--- src/rtl/gpio_board_bridge.sv ---
// gpio_board_bridge: board-side end of the CPU GPIO port.
// Converts the CPU output word to decimal for eight active-low seven-segment
// digits (with an overflow LED) and returns the synchronized board switches.
module gpio_board_bridge #(
  parameter int unsigned SW_WIDTH      = 18,
  parameter bit          BLANK_LEADING = 1'b1
) (
  input  logic                clk,
  input  logic                rst,
  input  logic [31:0]         gpio_out_i,
  input  logic [SW_WIDTH-1:0] sw,
  output logic [31:0]         gpio_in_o,
  output logic [55:0]         hex,
  output logic                ovf,
  output logic                busy
);

  localparam int unsigned DATA_W = 32;
  localparam int unsigned BCD_W  = 40;
  localparam int unsigned NDIG   = 8;
  localparam int unsigned NNIB   = 10;
  localparam int unsigned SEG_W  = 7;
  localparam int unsigned CNT_W  = 5;

  localparam logic [SEG_W-1:0] SEG_BLANK = 7'b1111111;
  localparam logic [SEG_W-1:0] SEG_ZERO  = 7'b1000000;

  typedef enum logic [1:0] {IDLE, SHIFT, DONE} state_t;

  state_t                   state_q;
  logic [SW_WIDTH-1:0]      sync1_q, sync2_q;
  logic [DATA_W-1:0]        last_val_q, bin_q;
  logic [BCD_W-1:0]         bcd_q, bcd_adj;
  logic [CNT_W-1:0]         count_q;
  logic [NDIG*SEG_W-1:0]    hex_q, hex_d;
  logic [BCD_W+DATA_W-1:0]  shift_d;
  logic                     ovf_q, ovf_d, busy_q;

  // Digit value to active-low segments, bit order g..a
  function automatic logic [SEG_W-1:0] seg_decode(input logic [3:0] d);
    logic [SEG_W-1:0] s;
    case (d)
      4'd0:    s = 7'b1000000;
      4'd1:    s = 7'b1111001;
      4'd2:    s = 7'b0100100;
      4'd3:    s = 7'b0110000;
      4'd4:    s = 7'b0011001;
      4'd5:    s = 7'b0010010;
      4'd6:    s = 7'b0000010;
      4'd7:    s = 7'b1111000;
      4'd8:    s = 7'b0000000;
      4'd9:    s = 7'b0010000;
      default: s = SEG_BLANK;
    endcase
    return s;
  endfunction

  // Double-dabble step: add 3 to every nibble >= 5, then shift {bcd,bin} left
  always_comb begin
    bcd_adj = bcd_q;
    for (int k = 0; k < int'(NNIB); k++) begin
      if (bcd_q[4*k +: 4] >= 4'd5) begin
        bcd_adj[4*k +: 4] = bcd_q[4*k +: 4] + 4'd3;
      end
    end
    shift_d = {bcd_adj, bin_q} << 1;
  end

  // Segment image of the finished conversion, leading zeros blanked from digit 7 down
  always_comb begin : decode_blk
    logic run;
    hex_d = '0;
    run   = BLANK_LEADING;
    for (int i = int'(NDIG) - 1; i >= 0; i--) begin
      if (run && (i != 0) && (bcd_q[4*i +: 4] == 4'd0)) begin
        hex_d[SEG_W*i +: SEG_W] = SEG_BLANK;
      end else begin
        hex_d[SEG_W*i +: SEG_W] = seg_decode(bcd_q[4*i +: 4]);
        run = 1'b0;
      end
    end
    ovf_d = |bcd_q[BCD_W-1:32];
  end

  // Two-flop switch synchronizer
  always_ff @(posedge clk) begin
    if (rst) begin
      sync1_q <= '0;
      sync2_q <= '0;
    end else begin
      sync1_q <= sw;
      sync2_q <= sync1_q;
    end
  end

  // Conversion FSM with registered display, overflow and busy outputs
  always_ff @(posedge clk) begin
    if (rst) begin
      state_q    <= IDLE;
      last_val_q <= '0;
      bin_q      <= '0;
      bcd_q      <= '0;
      count_q    <= '0;
      hex_q      <= {{(NDIG-1){SEG_BLANK}}, SEG_ZERO};
      ovf_q      <= 1'b0;
      busy_q     <= 1'b0;
    end else begin
      case (state_q)
        IDLE: begin
          if (gpio_out_i != last_val_q) begin
            bin_q      <= gpio_out_i;
            last_val_q <= gpio_out_i;
            bcd_q      <= '0;
            count_q    <= '0;
            state_q    <= SHIFT;
            busy_q     <= 1'b1;
          end
        end
        SHIFT: begin
          bcd_q   <= shift_d[BCD_W+DATA_W-1:DATA_W];
          bin_q   <= shift_d[DATA_W-1:0];
          count_q <= count_q + CNT_W'(1);
          if (count_q == CNT_W'(31)) begin
            state_q <= DONE;
          end
        end
        DONE: begin
          hex_q   <= hex_d;
          ovf_q   <= ovf_d;
          state_q <= IDLE;
          busy_q  <= 1'b0;
        end
        default: begin
          state_q <= IDLE;
          busy_q  <= 1'b0;
        end
      endcase
    end
  end

  assign gpio_in_o = DATA_W'(sync2_q);
  assign hex       = hex_q;
  assign ovf       = ovf_q;
  assign busy      = busy_q;

endmodule
--- config.mk ---
export PLATFORM = sky130hd
export DESIGN_NAME = gpio_board_bridge
export DESIGN_NICKNAME = d
export VERILOG_FILES = /design/src/rtl/gpio_board_bridge.sv
export SDC_FILE = /design/constraint.sdc
export NUM_CORES = 1
export LEC_CHECK = 0
export CORE_ASPECT_RATIO = 0.75
export CORE_MARGIN = 1
export CORE_UTILIZATION = 60
export DETAILED_ROUTE_END_ITERATION = 16
export HOLD_SLACK_MARGIN = 0.03
export PLACE_DENSITY = 0.95
export SYNTH_ARGS = -nofsm -noshare
export SYNTH_HDL_FRONTEND = slang
export SYNTH_SLANG_ARGS = --single-unit
--- constraint.sdc ---
create_clock -name clk -period 7 [get_ports clk]
set_input_delay 1.4 -clock clk [delete_from_list [all_inputs] [get_ports clk]]
set_output_delay 1.4 -clock clk [all_outputs]
set_load 0.02 [all_outputs]
# After elaboration in Yosys (flattened, before gate mapping)
# Memory sizes are Yosys's and may differ from the RTL's. A register that Yosys moved wholly into a read port is not among the register bits.
# Index checks and enable logic that the tools add are counted.
# Widths: inputs -> output; s select.
[totals] reg_bits=205 in_bits=52 romBits=896 mem_count=8 wordCells=114
[memory_table] name="(no name shown)" depth=16 word_bits=7 read_ports=1 rd_ports_with_merged_regs=1 write_ports=0 line="42" source="case (d)"
[memory_table] name="(no name shown)" depth=16 word_bits=7 read_ports=1 rd_ports_with_merged_regs=1 write_ports=0 line="42"
[memory_table] name="(no name shown)" depth=16 word_bits=7 read_ports=1 rd_ports_with_merged_regs=1 write_ports=0 line="42"
[memory_table] name="(no name shown)" depth=16 word_bits=7 read_ports=1 rd_ports_with_merged_regs=1 write_ports=0 line="42"
[memory_table] name="(no name shown)" depth=16 word_bits=7 read_ports=1 rd_ports_with_merged_regs=1 write_ports=0 line="42"
[memory_table] name="(no name shown)" depth=16 word_bits=7 read_ports=1 rd_ports_with_merged_regs=1 write_ports=0 line="42"
[memory_table] name="+2 memories"
[op_classes] bitwise=1 add_sub_neg=11 muxes=48 order_cmp=10 reduce_logical=20 n_eq_ne=6
[op_table] cell="$mux 4" count=23
[op_table] cell="$pmux 40 s2" count=1
[op_table] cell="$pmux 32 s2" count=1
[op_table] cell="$mux 7" count=7
[op_table] cell="$ge 4x3->1 const B" count=10
[op_table] cell="$mux 40" count=1
[op_table] cell="$add 4x2->4 const B" count=9
[op_table] cell="$mux 32" count=1
[op_table] cell="$ne 32x32->1" count=1
[op_table] cell="$logic_not 4->1" count=7
[op_table] cell="$pmux 5 s2" count=1
[op_table] cell="$reduce_and 2->1" count=4
[op_table] cell="$reduce_or 8->1" count=1
[op_table] cell="$mux 1" count=7
[op_table] cell="$logic_and 1x1->1" count=6
[op_table] cell="$add 5x1->5 const B" count=1
[op_table] cell="$eq 5x5->1 const B" count=1
[op_table] cell="$mux 5" count=1
[op_table] cell="$mux 2" count=2
[op_table] cell="$ne 2x2->1 const B" count=2
[op_table] cell="$pmux 2 s2" count=1
[op_table] cell="$add 3x2->3 const B" count=1
[op_table] cell="$mux 3" count=1
[op_table] cell="$eq 2x1->1 const B" count=1
[op_table] cell="other kinds (5)" count=5

# Depth between registers and ports, before layout
# Gate-level depths: netlist of the first run.
[depth] word_depth=14 mapped_depth=13 ltp_nobuf=13

# Worst setup path before layout of the first run
# Ideal clock, no wire load.
[synth_path] path_type="input to register" from="in gpio_out_i[9]" to="reg with a tool-made name" setup_ns=0.115 path_stages=10 path_slack_ns=3.268 arrival_time_ns=3.618 n_path_buf=1 cell_sequence="xnor2_1 -> nand4_1 -> nor4_4 -> buf_4 -> a31oi_4 -> o31ai_1 -> inv_1 -> ha_1 -> mux2_1 -> o21a_1"
[synth_rtl] item="start, declared" line="10" source="input logic [31:0] gpio_out_i,"

==> flow_summary.toml, run 1 <==
[cts]
tritoncts = "done"
post_cts_buffers = 0
path_clk_slew_ns = 0.06
clock-sinks = 254
clockRootBuffer = "clkbuf_16"
cts_htree_levels = 1
cts_resized = 0
insertion_delay_ns = 0.52
hold_buffers = 0
numCtsBuffers = 24
clk_path_buf_depth = 3

[timing]
finalCritPeriodShare_pct = 72.0
fin_ws_ns = 1.96
rsz0062_at_grt = "false"
tns_ns = 0
tightest_slew_ns = 0.986
setup_viol_count_final = 0
hold_violations = 0
fmax_mhz = 198
fin_worst_skew_ns = 0.0114
relSlewSlack_pct = 33.9
whs_ns = 0.439
slew_viol_final = 0
post-route-min-period_ns = 5.04

[worst_setup_path]
crit_type = "input pin to flip-flop"
startpoint = "gpio_out_i[7]"
regToRegStartpoint = "last_val_q[7]"
r2r_setup_slack_ns = 2.99
crit_path_max_fanout = 34
arrival_ns = 5.45
crit_path_start_kind = "input pin"
crit_path_end_kind = "flip-flop"
reg2reg_depth = 10
critPathRequiredTime_ns = 7.41

[placement]
dp_hpwl_um = 18200
place.gp.congestion = 0.886
port_buffers = 127
post-place-ws_ns = 1.51
dp_cells = 1642

[finish]
drive_gt1_share_pct = 5.29
final_cell_count_no_fill = 1684
area_growth_pct = 17.5
nNetsFinal = 1541
diodes = 0

[yosys]
yosysTopAreaCellShare_pct = 43.7
yosysSeqAreaShare_pct = 43.7
synth_area_um2 = 11600
synth_area_leaders = "dfxtp_1, ha_1, nand2_1"
synth.distinct_cells = 72
synth_edf_count = 0
syn-instance-count = 1348
ys_async_sr_fraction_pct = 0
syn_area_per_cell_um2 = 8.63
yosysTopAreaCell = "dfxtp_1"
ys_seq_elements = 254
yosysWarnings = 0
synthFlopType = "dfxtp_1"

[route]
routed_via_density = 5.94
drc = 0
dr.first_iter.drc_count = 974
wirelength_um = 28000
wl_met1_um = 11900
dr_wl_met3_um = 2410
dr.max_layer_used = "met5"
routedWlPerCell_um = 16.6
vias = 10000
dr.pass1.iters = 5
ant_nets = 0
dr_wl_met2_um = 12800

[grt]
grt_max_degree = 84
grt.overflow.total = 0
track_usage_pct = 28.0
antenna_found_initial = 0
grt_pass1_vias = 9359
grt_pass1_wl_um = 45500

[outcome]
status = "finished clean"

[power]
pwr-share-comb_pct = 5.7
p_sw_mw = 0.665
p_leak_nw = 5.31
pwr-share-clk_pct = 43.5
p_seq_share_pct = 50.7
intPower_mw = 2.28
p_sw_share_pct = 22.6
power_mw = 2.95
p_per_area_nw_per_um2 = 215
vdd_ir_drop_max_v = 0.000162

[floorplanning]
die_y_um = 123
num_rows = 43
io_pins = 142
start_util_pct = 62.2
core_um2 = 18700
fp.dieArea_um2 = 20000
die_w_um = 163

[min_path]
hp-class = "flip-flop to flip-flop"

[run]
drv_cap = 0
-- worst min-delay path by stage --
stage	slack [ns]	endpoint	startpoint	cells after the start
floorplan	0.41	sync2_q[0]	sync1_q[0]	1
global placement	0.42	sync2_q[5]	sync1_q[5]	1
detailed placement	0.43	sync2_q[7]	sync1_q[7]	1
CTS	0.44	sync2_q[7]	sync1_q[7]	1
global route	0.46	sync2_q[7]	sync1_q[7]	1
finish	0.44	sync2_q[2]	sync1_q[2]	1
-- final cells by class --
cell class                      instances  area [um^2]
Fill cell                            1265         5050
Multi-Input combinational cell        942         5920
Tap cell                              247          309
Clock buffer                           33          696
Timing Repair Buffer                  137         1340
Sequential cell                       254         5080
Inverter                               62          233
Clock inverter                          9         82.6
-- cells in the mapped netlist (all sizes together) (9+ instances only) --
library cell,count
o21ai,70
a22oi,19
a311oi,31
a211oi,9
mux2i,19
xnor2,45
nand2,177
nand3,9
o22ai,25
clkbuf,63
and2,9
dfxtp,254
a21oi,97
nor2b,40
o31a,9
inv,61
a2bb2oi,9
nand4,13
buf,40
nor3b,14
nand2b,15
nor3,39
ha,68
nor2,114
-- per-stage QoR --
stage          util, %  instance area (um^2)
6_report          73.0                 13700
5_1_grt           73.0                 13700
4_1_cts           73.0                 13700
3_5_place_dp      68.9                 12900
3_3_place_gp      68.9                 12900
2_1_floorplan        -                 11700
-- cell usage in the layout (no fill, tap or decap), drive strengths merged, types with 4 or more instances in the layout --
cell / count
a2bb2oi: 9
or2: 7
a22oi: 19
conb: 14
and3: 8
xor2: 4
a311oi: 31
buf: 11
ha: 68
nor3: 39
nor4: 6
o221ai: 4
mux2i: 19
xnor2: 45
nand2b: 15
o21a: 5
a21oi: 97
inv: 62
a32oi: 5
o21ai: 70
nor2: 114
clkbuf: 33
o22ai: 25
clkinv: 6
dfxtp: 254
nor2b: 40
o211ai: 5
mux2: 6
clkdlybuf4s50: 126
a21boi: 5
a21o: 7
nand2: 177
o31a: 9
a31oi: 7
o32ai: 4
and2: 9
a211oi: 9
nand3: 9
nand4: 13
nor3b: 14
-- worst max-delay path: stages --
cell             delay (ns)
clkdlybuf4s50_1        0.46
xnor2_1                0.30
nand4_1                0.21
nor4_4                 0.83
a31o_2                 0.76
a21boi_0               0.34
nor2_1                 0.30
inv_1                  0.14
ha_1                   0.23
mux2_1                 0.30
o21a_1                 0.17
-- kinds of logic after synthesis --
group | synth area share [%]
simple gates | 18.8
compound gates | 18.3
flops | 43.7
buf+inv | 5.99
fa+ha+maj | 7.31
xor+xnor | 3.69
mux | 2.21
other cells | 0.0322
-- per-layer routing --
metal | global-route usage (%) | vias to the layer above
li1 | - | 4761
met1 | 37.2 | 4709
met2 | 45.8 | 458
met3 | 5.27 | 79
met4 | 9.35 | 2
met5 | 1.77 | -
-- power by group through the flow --
| stage | Combinational [mW] | Clock (mW) | Sequential (mW) |
|---|---|---|---|
| 2_1_floorplan | 0.0996 | 0 | 1.53 |
| 3_3_place_gp | 0.161 | 0 | 1.52 |
| 3_5_place_dp | 0.165 | 0 | 1.53 |
| 4_1_cts | 0.168 | 1.29 | 1.49 |
| 5_1_grt | 0.182 | 1.36 | 1.50 |
| 6_report | 0.169 | 1.28 | 1.49 |
No activity file was read; power rests on OpenSTA's default activity.
==> run 2: changes to the inputs <==
CORE_UTILIZATION = 56   (was 60)
PLACE_DENSITY = 0.9   (was 0.95)
clock period = 5 ns   (was 7 ns; I/O delays follow)
==> run 2 against run 1 <==
Effect of this change:
- sequential share of layout area shrank 0.33 points
- critical path depth is the same
- hold slack is essentially flat
- highest routed layer is now met4
==> flow_summary.toml, run 2 (synthesized netlist as in run 1, its figures left out) <==
[timing]
setup_viol_count_final = 0
hold_violations = 0
post-route-min-period_ns = 3.97
whs_ns = 0.439
relSlewSlack_pct = 38.1
finalCritPeriodShare_pct = 79.5
slew_viol_final = 0
rsz0062_at_grt = "false"
tightest_slew_ns = 0.924
fin_worst_skew_ns = 0.0130
tns_ns = 0
fmax_mhz = 252

[run]
drv_cap = 0

[cts]
hold_buffers = 0
insertion_delay_ns = 0.53
clockRootBuffer = "clkbuf_16"
clock-sinks = 254
path_clk_slew_ns = 0.06
tritoncts = "done"
clk_path_buf_depth = 3
cts_resized = 0
cts_htree_levels = 1
post_cts_buffers = 0
numCtsBuffers = 24

[floorplanning]
core_um2 = 20300
num_rows = 45
die_y_um = 127
io_pins = 142
fp.dieArea_um2 = 21400
die_w_um = 168
start_util_pct = 57.3

[route]
dr.pass1.iters = 5
routed_via_density = 5.70
ant_nets = 0
routedWlPerCell_um = 15.8
wirelength_um = 27300
vias = 9838
drc = 0
dr.first_iter.drc_count = 792

[min_path]
min_path_cells = 1
hp-start = "sync1_q[11]"
hp-class = "flip-flop to flip-flop"
min_to = "sync2_q[11]"

[finish]
fill_cells = 1539
final_util_pct = 67.9
final_area_um2 = 13800
diodes = 0
seqCellArea_um2 = 5080
final_common_cell = "dfxtp_1"
multi_input_area_um2 = 5920
area_growth_pct = 18.5
drive_gt1_share_pct = 5.74
nNetsFinal = 1547
layout_common_cells = "dfxtp_1, nand2_1, clkdlybuf4s50_1"

[power]
p_leak_nw = 5.35
p_sw_mw = 0.929
pwr-share-clk_pct = 44.2
intPower_mw = 3.24
p_sw_share_pct = 22.3
power_mw = 4.17
vdd_ir_drop_max_v = 0.000236
p_seq_share_pct = 50.1
pwr-share-comb_pct = 5.7
p_per_area_nw_per_um2 = 302

[worst_setup_path]
reg2reg_depth = 10
r2r_setup_slack_ns = 1.68
critPathRequiredTime_ns = 5.41
startpoint = "gpio_out_i[30]"
crit_path_end_kind = "flip-flop"
regToRegStartpoint = "last_val_q[2]"
crit_path_start_kind = "input pin"
arrival_ns = 4.39
crit_path_max_fanout = 20
crit_type = "input pin to flip-flop"

[grt]
track_usage_pct = 25.1
grt.overflow.total = 0
grt_pass1_vias = 9158
grt_max_degree = 74
grt_pass1_wl_um = 44500
antenna_found_initial = 0

[placement]
place.gp.congestion = 0.862
dpl_cell_area_um2 = 13000
dp_hpwl_um = 18100
port_buffers = 127

[outcome]
status = "finished clean"
run 2: changes by cell type in the layout (fill, tap and decap cells not counted), sizes merged:
cell,change
clkinvlp,+1
clkinv,-3
buf,+6
clkbuf,+4
run 2: per-stage QoR:
step | worst slack, ns | cells
final | 1.03 | 1727
after global placement | 0.757 | 1683
after floorplan | 1.67 | 1361
after global routing | 0.821 | 1727
after detailed placement | 0.667 | 1683
after CTS | 1.15 | 1727
run 2: area by class of cell:
| class | instances | area share [%] |
|---|---|---|
| Multi-Input combinational cell | 942 | 42.9 |
| Sequential cell | 254 | 36.9 |
| Timing Repair Buffer | 143 | 10.1 |
| Clock buffer | 37 | 5.37 |
| Tap cell | 282 | 2.56 |
| Inverter | 62 | 1.69 |
| Clock inverter | 7 | 0.517 |
run 2: how the worst max path moves through the flow:
stage / endpoint / slack, ns / cells past startpoint
2_1_floorplan: flip-flop / 1.67 / 10
3_3_place_gp: flip-flop / 0.76 / 11
3_5_place_dp: flip-flop / 0.67 / 11
4_1_cts: flip-flop / 1.15 / 11
5_1_grt: flip-flop / 0.82 / 11
6_report: flip-flop / 1.03 / 11
run 2: critical path, cell delays in order:
cell and delay (ns):
clkdlybuf4s50_1 0.52, xnor2_1 0.30, nand4_1 0.19, nor4_4 0.43, a31o_2 0.58, a21boi_0 0.30, nor2_1 0.26, inv_1 0.12
ha_1 0.22, mux2_1 0.29, o21a_1 0.16
run 2: per-layer routing:
| layer | wire (um) | global-route usage [%] |
|---|---|---|
| met5 | 0 | 0 |
| met4 | 859 | 9.30 |
| met3 | 2120 | 4.43 |
| met2 | 12200 | 40.2 |
| met1 | 12100 | 33.9 |
run 2: power groups by stage:
stage	logic [mW]	clock network, mW	registers, mW
finish	0.237	1.84	2.09
global route	0.255	1.94	2.09
CTS	0.235	1.87	2.09
detailed placement	0.231	0	2.14
global placement	0.226	0	2.13
floorplan	0.139	0	2.14
==> run 3: changes to the inputs <==
clock period = 4.1 ns   (was 5 ns; I/O delays follow)
==> run 3 against run 2 <==
Effect of this change:
- sequential share of layout area shrank 0.31 points
- non-clock buffer count up 11
- utilization rose by 0.58 points
- wire length is 0.76% higher
- worst setup slack got worse by 0.34 ns
- global-route usage increased by 0.57 points
- flip-flop and latch count did not move
- clock skew shrank 0.0038 ns
- critical path depth up 1
- design area rose by 0.85%
- register-to-register slack got worse by 0.53 ns
==> flow_summary.toml, run 3 (synthesized netlist as in run 1, its figures left out) <==
[timing]
finalCritPeriodShare_pct = 83.4
slew_viol_final = 0
rsz0062_at_grt = "false"
tns_ns = 0
relSlewSlack_pct = 45.2
tightest_slew_ns = 0.818
fin_worst_skew_ns = 0.00917
fmax_mhz = 293
post-route-min-period_ns = 3.42
hold_violations = 0
setup_viol_count_final = 0

[route]
routedWlPerCell_um = 15.9
drc = 0
wirelength_um = 27500
vias = 9803
routed_via_density = 5.64
dr.first_iter.drc_count = 909
ant_nets = 0
dr.pass1.iters = 5

[worst_setup_path]
reg2reg_depth = 11
crit_path_end_kind = "flip-flop"
crit_type = "input pin to flip-flop"
arrival_ns = 3.85
slowest_stage = "clkdlybuf4s50_1"
critPathRequiredTime_ns = 4.53
cp_slowest_stage_delay_ns = 0.55
path_buf_inv = 3
crit_family = "buffers and inverters"
crit_chain = "clkdlybuf4s50_1 > xnor2_1 > nand4_1 > nor4_4 > a31o_2 > buf_4 > a21oi_1 > nor2_1 > inv_1 > ha_1 > mux2_2 > a22oi_1"
crit_path_max_fanout = 12
r2r_setup_slack_ns = 1.15
regToRegStartpoint = "last_val_q[7]"
crit_path_start_kind = "input pin"

[cts]
numCtsBuffers = 25
insertion_delay_ns = 0.52
clock-sinks = 254
clockRootBuffer = "clkbuf_16"
cts_resized = 0
tritoncts = "done"
cts_htree_levels = 1
post_cts_buffers = 0
path_clk_slew_ns = 0.06
hold_buffers = 0
clk_path_buf_depth = 3

[placement]
place.gp.congestion = 0.897
dp_cells = 1694
port_buffers = 127
dp_hpwl_um = 18500

[floorplanning]
fp.dieArea_um2 = 21400
start_util_pct = 57.3
num_rows = 45
io_pins = 142
core_um2 = 20300
die_w_um = 168
die_y_um = 127

[grt]
grt_pass1_vias = 9349
grt.overflow.total = 0
antenna_found_initial = 0
grt_max_degree = 140
grt_pass1_wl_um = 45600
track_usage_pct = 25.6

[power]
pwr-share-clk_pct = 44.7
p_seq_share_pct = 49.5
p_leak_nw = 5.43
intPower_mw = 4.02
p_per_area_nw_per_um2 = 370
p_sw_share_pct = 21.9
pwr-share-comb_pct = 5.8
vdd_ir_drop_max_v = 0.000247
p_sw_mw = 1.13

[finish]
final_cell_count_no_fill = 1737
drive_gt1_share_pct = 6.53
area_growth_pct = 19.6
fill_cells = 1556
diodes = 0
layout_common_cells = "dfxtp_1, nand2_1, clkdlybuf4s50_1"
final_common_cell = "dfxtp_1"
nNetsFinal = 1559

[min_path]
hp-start = "sync1_q[10]"
min_to = "sync2_q[10]"
min_path_cells = 1
hp-class = "flip-flop to flip-flop"

[outcome]
status = "finished clean"

[run]
drv_cap = 0
-- run 3: changes by cell type in the layout (fill, tap and decap cells not counted), sizes merged --
cell      delta
clkinvlp     -3
clkbuf       -2
buf         +11
clkinv       +3
bufinv       +1
-- run 3: layout make-up --
type | count | area [um^2] | share of cell area (%)
repair buffers | 154 | 1480 | 10.7
multi-input cells | 942 | 5920 | 42.6
flip-flops and latches | 254 | 5080 | 36.5
clock inverters | 8 | 101 | 0.728
well taps | 282 | 353 | 2.54
clock buffers | 35 | 733 | 5.27
inverters | 62 | 233 | 1.67
-- run 3: power by group through the flow --
| stage | Clock (mW) | Sequential, mW | Combinational (mW) |
|---|---|---|---|
| finish | 2.30 | 2.55 | 0.298 |
| global route | 2.43 | 2.55 | 0.320 |
| CTS | 2.33 | 2.55 | 0.294 |
| detailed placement | 0 | 2.60 | 0.291 |
| global placement | 0 | 2.60 | 0.285 |
| floorplan | 0 | 2.61 | 0.170 |
-- run 3: per-stage QoR --
stage / area [um^2] / hold WS [ns] / setup slack (ns) / power, mW / util (%)
2_1_floorplan: 11700 / 0.414 / 0.948 / 2.78 / -
3_3_place_gp: 13100 / 0.417 / 0.332 / 2.88 / 64.3
4_1_cts: 13900 / 0.441 / 0.676 / 5.17 / 68.5
3_5_place_dp: 13100 / 0.425 / 0.236 / 2.89 / 64.3
6_report: 13900 / 0.437 / 0.682 / 5.15 / 68.5
5_1_grt: 13900 / 0.453 / 0.453 / 5.31 / 68.5
-- run 3: layer usage --
metal  global-route usage, %  up-vias  wire length [um]  part of all wire, %
met1                    35.7     4567             12600                   46
met5                       0        -                 0                    0
met4                    6.79        0               536                  1.9
li1                        -     4794                 -                    -
met3                    4.02       52              2090                  7.6
met2                    41.4      390             12300                   45
-- run 3: worst max path at each step --
stage,from,endpoint,cells after the start
5_1_grt,gpio_out_i[29],flip-flop,13
2_1_floorplan,gpio_out_i[9],flip-flop,10
3_3_place_gp,gpio_out_i[29],flip-flop,12
6_report,gpio_out_i[9],flip-flop,12
3_5_place_dp,gpio_out_i[9],flip-flop,12
4_1_cts,gpio_out_i[29],flip-flop,12
